<file path="src/rtl/prog_loader.sv">
// Program loader / run controller for the 4-bit datapath: streams instruction words into the
// instruction RAM, arms the PC with a start address and gates execution until a halt or budget expiry.
module prog_loader #(
    parameter int DEPTH      = 16,
    parameter int ADDR_W     = 4,
    parameter int INS_W      = 9,
    parameter int MAX_CYCLES = 255
) (
    input  logic              clk,
    input  logic              rst,
    input  logic              in_valid,
    output logic              in_ready,
    input  logic [INS_W-1:0]  IN_INS,
    input  logic              in_last,
    input  logic              start,
    input  logic [ADDR_W-1:0] START_ADDR,
    input  logic [ADDR_W-1:0] HALT_ADDR,
    input  logic [ADDR_W-1:0] PC_CURR,
    output logic              wr_en,
    output logic [ADDR_W-1:0] WR_ADDR,
    output logic [INS_W-1:0]  WR_DATA,
    output logic              set_pc,
    output logic [ADDR_W-1:0] PC_INIT,
    output logic              run,
    output logic              done,
    output logic              timeout,
    output logic              load_err,
    output logic [7:0]        CYCLES
);

    localparam int PTR_W = $clog2(DEPTH + 1);

    localparam logic [2:0] ST_IDLE = 3'd0;
    localparam logic [2:0] ST_LOAD = 3'd1;
    localparam logic [2:0] ST_ARM  = 3'd2;
    localparam logic [2:0] ST_RUN  = 3'd3;
    localparam logic [2:0] ST_DONE = 3'd4;

    localparam logic [PTR_W-1:0] PTR_FULL = PTR_W'(DEPTH);
    localparam logic [PTR_W-1:0] PTR_ONE  = PTR_W'(1);
    localparam logic [7:0]       CYC_LAST = 8'(MAX_CYCLES - 1);

    logic [2:0]        state_r;
    logic [2:0]        state_next_s;
    logic [PTR_W-1:0]  wptr_r;
    logic [PTR_W-1:0]  wptr_next_s;

    logic              in_ready_r;
    logic              wr_en_r;
    logic [ADDR_W-1:0] wr_addr_r;
    logic [INS_W-1:0]  wr_data_r;
    logic              set_pc_r;
    logic [ADDR_W-1:0] pc_init_r;
    logic              done_r;
    logic              timeout_r;
    logic              load_err_r;
    logic [7:0]        cycles_r;

    logic              xfer_s;
    logic              fresh_s;
    logic              space_s;
    logic              write_s;
    logic              run_s;
    logic              budget_hit_s;
    logic              arm_req_s;

    // Handshake, write qualification and run/halt decode.
    always_comb begin
        fresh_s      = (state_r == ST_IDLE) || (state_r == ST_DONE);
        xfer_s       = in_valid & in_ready_r;
        // A fresh program always restarts at word 0, so there is always room.
        space_s      = fresh_s || (wptr_r != PTR_FULL);
        write_s      = xfer_s & space_s;
        run_s        = (state_r == ST_RUN) && (PC_CURR != HALT_ADDR);
        budget_hit_s = run_s && (cycles_r == CYC_LAST);
        arm_req_s    = fresh_s && start && !xfer_s;
    end

    // Next-state and write-pointer decode.
    always_comb begin
        state_next_s = state_r;
        wptr_next_s  = wptr_r;
        case (state_r)
            ST_IDLE, ST_DONE: begin
                if (xfer_s) begin
                    state_next_s = in_last ? ST_IDLE : ST_LOAD;
                    wptr_next_s  = in_last ? {PTR_W{1'b0}} : PTR_ONE;
                end else if (start) begin
                    state_next_s = ST_ARM;
                end else begin
                    state_next_s = state_r;
                end
            end
            ST_LOAD: begin
                if (xfer_s && in_last) begin
                    state_next_s = ST_IDLE;
                    wptr_next_s  = {PTR_W{1'b0}};
                end else if (xfer_s && space_s) begin
                    wptr_next_s  = wptr_r + PTR_ONE;
                end else begin
                    wptr_next_s  = wptr_r;
                end
            end
            ST_ARM: begin
                state_next_s = ST_RUN;
            end
            ST_RUN: begin
                if (!run_s || budget_hit_s) begin
                    state_next_s = ST_DONE;
                end else begin
                    state_next_s = ST_RUN;
                end
            end
            default: begin
                state_next_s = ST_IDLE;
                wptr_next_s  = {PTR_W{1'b0}};
            end
        endcase
    end

    // State and write-pointer registers.
    always_ff @(posedge clk) begin
        if (rst) begin
            state_r <= ST_IDLE;
            wptr_r  <= {PTR_W{1'b0}};
        end else begin
            state_r <= state_next_s;
            wptr_r  <= wptr_next_s;
        end
    end

    // Registered RAM write port, one cycle behind the accepted transfer.
    always_ff @(posedge clk) begin
        if (rst) begin
            wr_en_r   <= 1'b0;
            wr_addr_r <= {ADDR_W{1'b0}};
            wr_data_r <= {INS_W{1'b0}};
        end else begin
            wr_en_r <= write_s;
            if (write_s) begin
                wr_addr_r <= fresh_s ? {ADDR_W{1'b0}} : wptr_r[ADDR_W-1:0];
                wr_data_r <= IN_INS;
            end
        end
    end

    // Control outputs registered from the next state so they line up with it.
    always_ff @(posedge clk) begin
        if (rst) begin
            in_ready_r <= 1'b1;
            set_pc_r   <= 1'b1;
            done_r     <= 1'b0;
            pc_init_r  <= {ADDR_W{1'b0}};
        end else begin
            in_ready_r <= (state_next_s == ST_IDLE) || (state_next_s == ST_LOAD) ||
                          (state_next_s == ST_DONE);
            set_pc_r   <= (state_next_s != ST_RUN);
            done_r     <= (state_next_s == ST_DONE);
            // Parked at the halt address after a run so the PC stays frozen there.
            if (arm_req_s) begin
                pc_init_r <= START_ADDR;
            end else if (state_next_s == ST_DONE) begin
                pc_init_r <= HALT_ADDR;
            end
        end
    end

    // Sticky status flags and the executed-instruction counter.
    always_ff @(posedge clk) begin
        if (rst) begin
            timeout_r  <= 1'b0;
            load_err_r <= 1'b0;
            cycles_r   <= 8'd0;
        end else begin
            if ((xfer_s && fresh_s) || arm_req_s) begin
                timeout_r <= 1'b0;
            end else if (budget_hit_s) begin
                timeout_r <= 1'b1;
            end

            if (xfer_s && fresh_s) begin
                load_err_r <= 1'b0;
            end else if (xfer_s && !space_s) begin
                load_err_r <= 1'b1;
            end

            if (state_r == ST_ARM) begin
                cycles_r <= 8'd0;
            end else if (run_s) begin
                cycles_r <= cycles_r + 8'd1;
            end
        end
    end

    assign in_ready = in_ready_r;
    assign wr_en    = wr_en_r;
    assign WR_ADDR  = wr_addr_r;
    assign WR_DATA  = wr_data_r;
    assign set_pc   = set_pc_r;
    assign PC_INIT  = pc_init_r;
    assign run      = run_s;
    assign done     = done_r;
    assign timeout  = timeout_r;
    assign load_err = load_err_r;
    assign CYCLES   = cycles_r;

endmodule
</file>
<file path="config.mk">
export PLATFORM = sky130hd
export DESIGN_NAME = prog_loader
export DESIGN_NICKNAME = d
export VERILOG_FILES = /design/src/rtl/prog_loader.sv
export SDC_FILE = /design/constraint.sdc
export NUM_CORES = 1
export LEC_CHECK = 0
export CAP_MARGIN = 0
export CORE_MARGIN = 4
export CORE_UTILIZATION = 35
export DETAILED_ROUTE_END_ITERATION = 8
export PLACE_DENSITY_LB_ADDON = 0.08
export SETUP_SLACK_MARGIN = 0.15
export SLEW_MARGIN = 5
export SYNTH_ARGS = -nofsm -noshare
export SYNTH_HDL_FRONTEND = slang
export SYNTH_SLANG_ARGS = --single-unit
</file>
<file path="constraint.sdc">
create_clock -name clk -period 3.9 [get_ports clk]
set_input_delay 0.39 -clock clk [delete_from_list [all_inputs] [get_ports clk]]
set_output_delay 0.39 -clock clk [all_outputs]
set_load 0.01 [all_outputs]
</file>
==> results.toml <==
[critical_path]
crit_path_end_kind = "output pin"
arrival_ns = 1.96
reg2regPathDepth = 7
reg2reg_slack_ns = 1.88
r2r_start = "wptr_r[0]$_SDFFE_PP0P_"
crit_start = "HALT_ADDR[2]"
critPathKind = "input port to output pin"
critPathRequiredTime_ns = 3.51
cp-endpoint = "run"
timing.rr.end = "wptr_r[3]$_SDFFE_PP0P_"
cp_max_fo = 12
setup.worst_path.start_class = "input port"

[clocking]
root_buffer = "clkbuf_8"
clock-sinks = 39
postCtsResizedCells = 0
post-cts-setup-buffers = 0
clock_latency_ns = 0.28
cts_tree = "built"
path_clk_slew_ns = 0.07
cts_buffers = 5
htreeDepth = 2
clk_path_buf_depth = 2
cts_hold_buf = 0

[detailed_routing]
routed-via-count = 1550
drc = 0
finalWirelength_um = 4170
wire_per_inst_um = 12.9
drtIter0Drc = 54
first_pass_iters = 4
via_per_inst = 4.78
postRouteAntennaNets = 0

[logic_synthesis]
synth_ff_type = "dfxtp_1"
synthMuxAreaShare_pct = 0.582
avgSynthCellArea_um2 = 8.56
synth_simple_gate_area_share_pct = 23.0
synthCells = 201
ys_top_cells_by_count = "dfxtp_1, nand2_1, a21oi_1"
ys.warnings.count = 0
yosysTopAreaCellShare_pct = 45.4
synth_edf_count = 0
synth_top_family_by_area = "simple AND/OR/NAND/NOR gates"
yosysTopAreaCell = "dfxtp_1"
ys_seq_area_share_pct = 45.4
synth_area_mm2 = 0.00172
synth_nets = 231
synth_compound_area_share_pct = 17.1
synth.area.top_cells = "dfxtp_1, nand2_1, a21oi_1, nor2_1, xor2_1"
synth_fa_ha_area_share_pct = 2.91
yosysMostFrequentCell = "dfxtp_1"
synth_xor_area_share_pct = 6.11
ys_ff_latch = 39
async_flop_share_pct = 0
ys_types = 45

[place]
port_buffers = 57
place_congestion = 0.799
dpl.hpwl_um = 3150

[global_route]
use_met2_pct = 22.1
grt_usage_pct = 14.1
grt_pass1_vias = 1478
top_usage_layer = "met2"
met3_usage_pct = 4.93
antenna_found_initial = 0
grt_first_pass_wirelength_um = 7010
grt_overflow = 0
use_met1_pct = 18.4
grt_max_degree = 28

[sta]
slew_violations = 0
fin_tns_setup_ns = 0
worstMarginPinSlew_ns = 1.02
rsz0062_at_grt = "no"
fmax_mhz = 425
period_minus_slack_ns = 2.35
fin_worst_skew_ns = 0.00623
hold_ws_ns = 0.450
max_slew_margin_pct = 31.5
hold_viol = 0
min_period_over_period_pct = 60.3
setup_viol = 0

[final_layout]
area_delta_synth_final_pct = 41.1
n_antenna_cell = 0
fillers = 482
drive_gt1_share_pct = 5.45
final_nets = 286

[run_status]
status = "finished, final reports clean"

[run]
cap_viol_max_count = 0

[power]
p_leak_nw = 0.878
p_per_area_mw_per_mm2 = 385
peakVddDrop_v = 0.000187

[die]
die_area_mm2 = 0.00610
row_count = 25
initial_utilization_pct = 36.2
core_mm2 = 0.00475
fp.dieH_um = 78.1
die_x_um = 78.1
io_pins = 58

[worst_hold_path]
hp-class = "register to register"
area by class of cell:
cell class | count | area, um^2 | share of cell area, %
clock inverter | 1 | 7.51 | 0.309
inverter | 7 | 26.3 | 1.08
tap | 67 | 83.8 | 3.45
sequential | 39 | 781 | 32.2
multi-input combinational | 145 | 855 | 35.2
clock buffer | 7 | 96.3 | 3.97
timing repair buffer | 58 | 578 | 23.8
cells by family after synthesis:
| group | after synthesis |
|---|---|
| AND/OR/NAND/NOR | 82 |
| AO/OA/AOI/OAI | 46 |
| flip-flops | 39 |
| buffers and inverters | 17 |
| XOR/XNOR | 12 |
| adder cells (fa/ha/maj) | 4 |
| multiplexers | 1 |
worst min path at each step:
stage / start / end / slack (ns) / cells after the start
final: WR_ADDR[1]$_SDFFE_PP0P_ / WR_ADDR[1]$_SDFFE_PP0P_ / 0.45 / 2
after global routing: WR_ADDR[1]$_SDFFE_PP0P_ / WR_ADDR[1]$_SDFFE_PP0P_ / 0.47 / 2
after detailed placement: WR_ADDR[1]$_SDFFE_PP0P_ / WR_ADDR[1]$_SDFFE_PP0P_ / 0.44 / 2
after floorplan: wptr_r[4]$_SDFFE_PP0P_ / wptr_r[4]$_SDFFE_PP0P_ / 0.45 / 2
after CTS: WR_ADDR[1]$_SDFFE_PP0P_ / WR_ADDR[1]$_SDFFE_PP0P_ / 0.46 / 2
after global placement: WR_ADDR[1]$_SDFFE_PP0P_ / WR_ADDR[1]$_SDFFE_PP0P_ / 0.44 / 2
state kept, by name (all words and copies together) (netlist names):
signal	flops
set_pc	1
state_r	3
wr_en	1
WR_DATA	9
in_ready	1
load_err	1
timeout	1
done	1
PC_INIT	4
CYCLES	8
wptr_r	5
WR_ADDR	4
layout by cell type, fill, tap and decap left out, types with 2 or more instances in the layout:
cell type        synthesis  routed
nand3_1                  7       7
o22ai_1                  2       2
a211oi_1                 3       3
clkbuf_8                 0       7
ha_1                     4       4
xnor2_1                  5       5
clkdlybuf4s50_1          0      57
nand4_1                  4       4
nand2_1                 32      32
nand3b_1                 2       2
dfxtp_1                 39      39
inv_1                    7       7
o211ai_1                 2       2
and3_1                   4       4
nor3_1                   3       3
xor2_1                   7       7
nor2_1                  18      18
a21oi_1                 23      23
a21o_1                   2       2
o21ai_0                  3       3
a32oi_1                  3       3
routing by layer:
| layer | wire [um] | up-vias | part of all wire (%) |
|---|---|---|---|
| met1 | 1920 | 699 | 46 |
| li1 | - | 806 | - |
| met3 | 253 | 5 | 6.1 |
| met4 | 49 | 0 | 1.2 |
| met5 | 0 | - | 0 |
| met2 | 1950 | 40 | 47 |
power breakdown:
group          switching, W  total, W  internal (W)  leakage, nW
sequential        0.0000196  0.000442      0.000422        0.317
combinational     0.0000981  0.000194     0.0000955        0.510
clock              0.000138  0.000299      0.000161       0.0505
metrics by stage:
step | instances | util [%] | power [W] | cell area (um^2) | worst slack (ns)
2_1_floorplan | 201 | - | 0.000569 | 1720 | 2.08
3_3_place_gp | 316 | 48.9 | 0.000646 | 2320 | 1.56
3_5_place_dp | 316 | 48.9 | 0.000646 | 2320 | 1.54
4_1_cts | 324 | 51.1 | 0.000948 | 2430 | 1.55
5_1_grt | 324 | 51.1 | 0.000992 | 2430 | 1.46
6_report | 324 | 51.1 | 0.000934 | 2430 | 1.55
worst max-delay path: stages:
cell and delay (ns):
clkdlybuf4s50_1 0.45, xnor2_1 0.15, a41oi_1 0.21, buf_4 0.21
clkdlybuf4s50_1 0.55
Power figures use the tool's default switching activity.
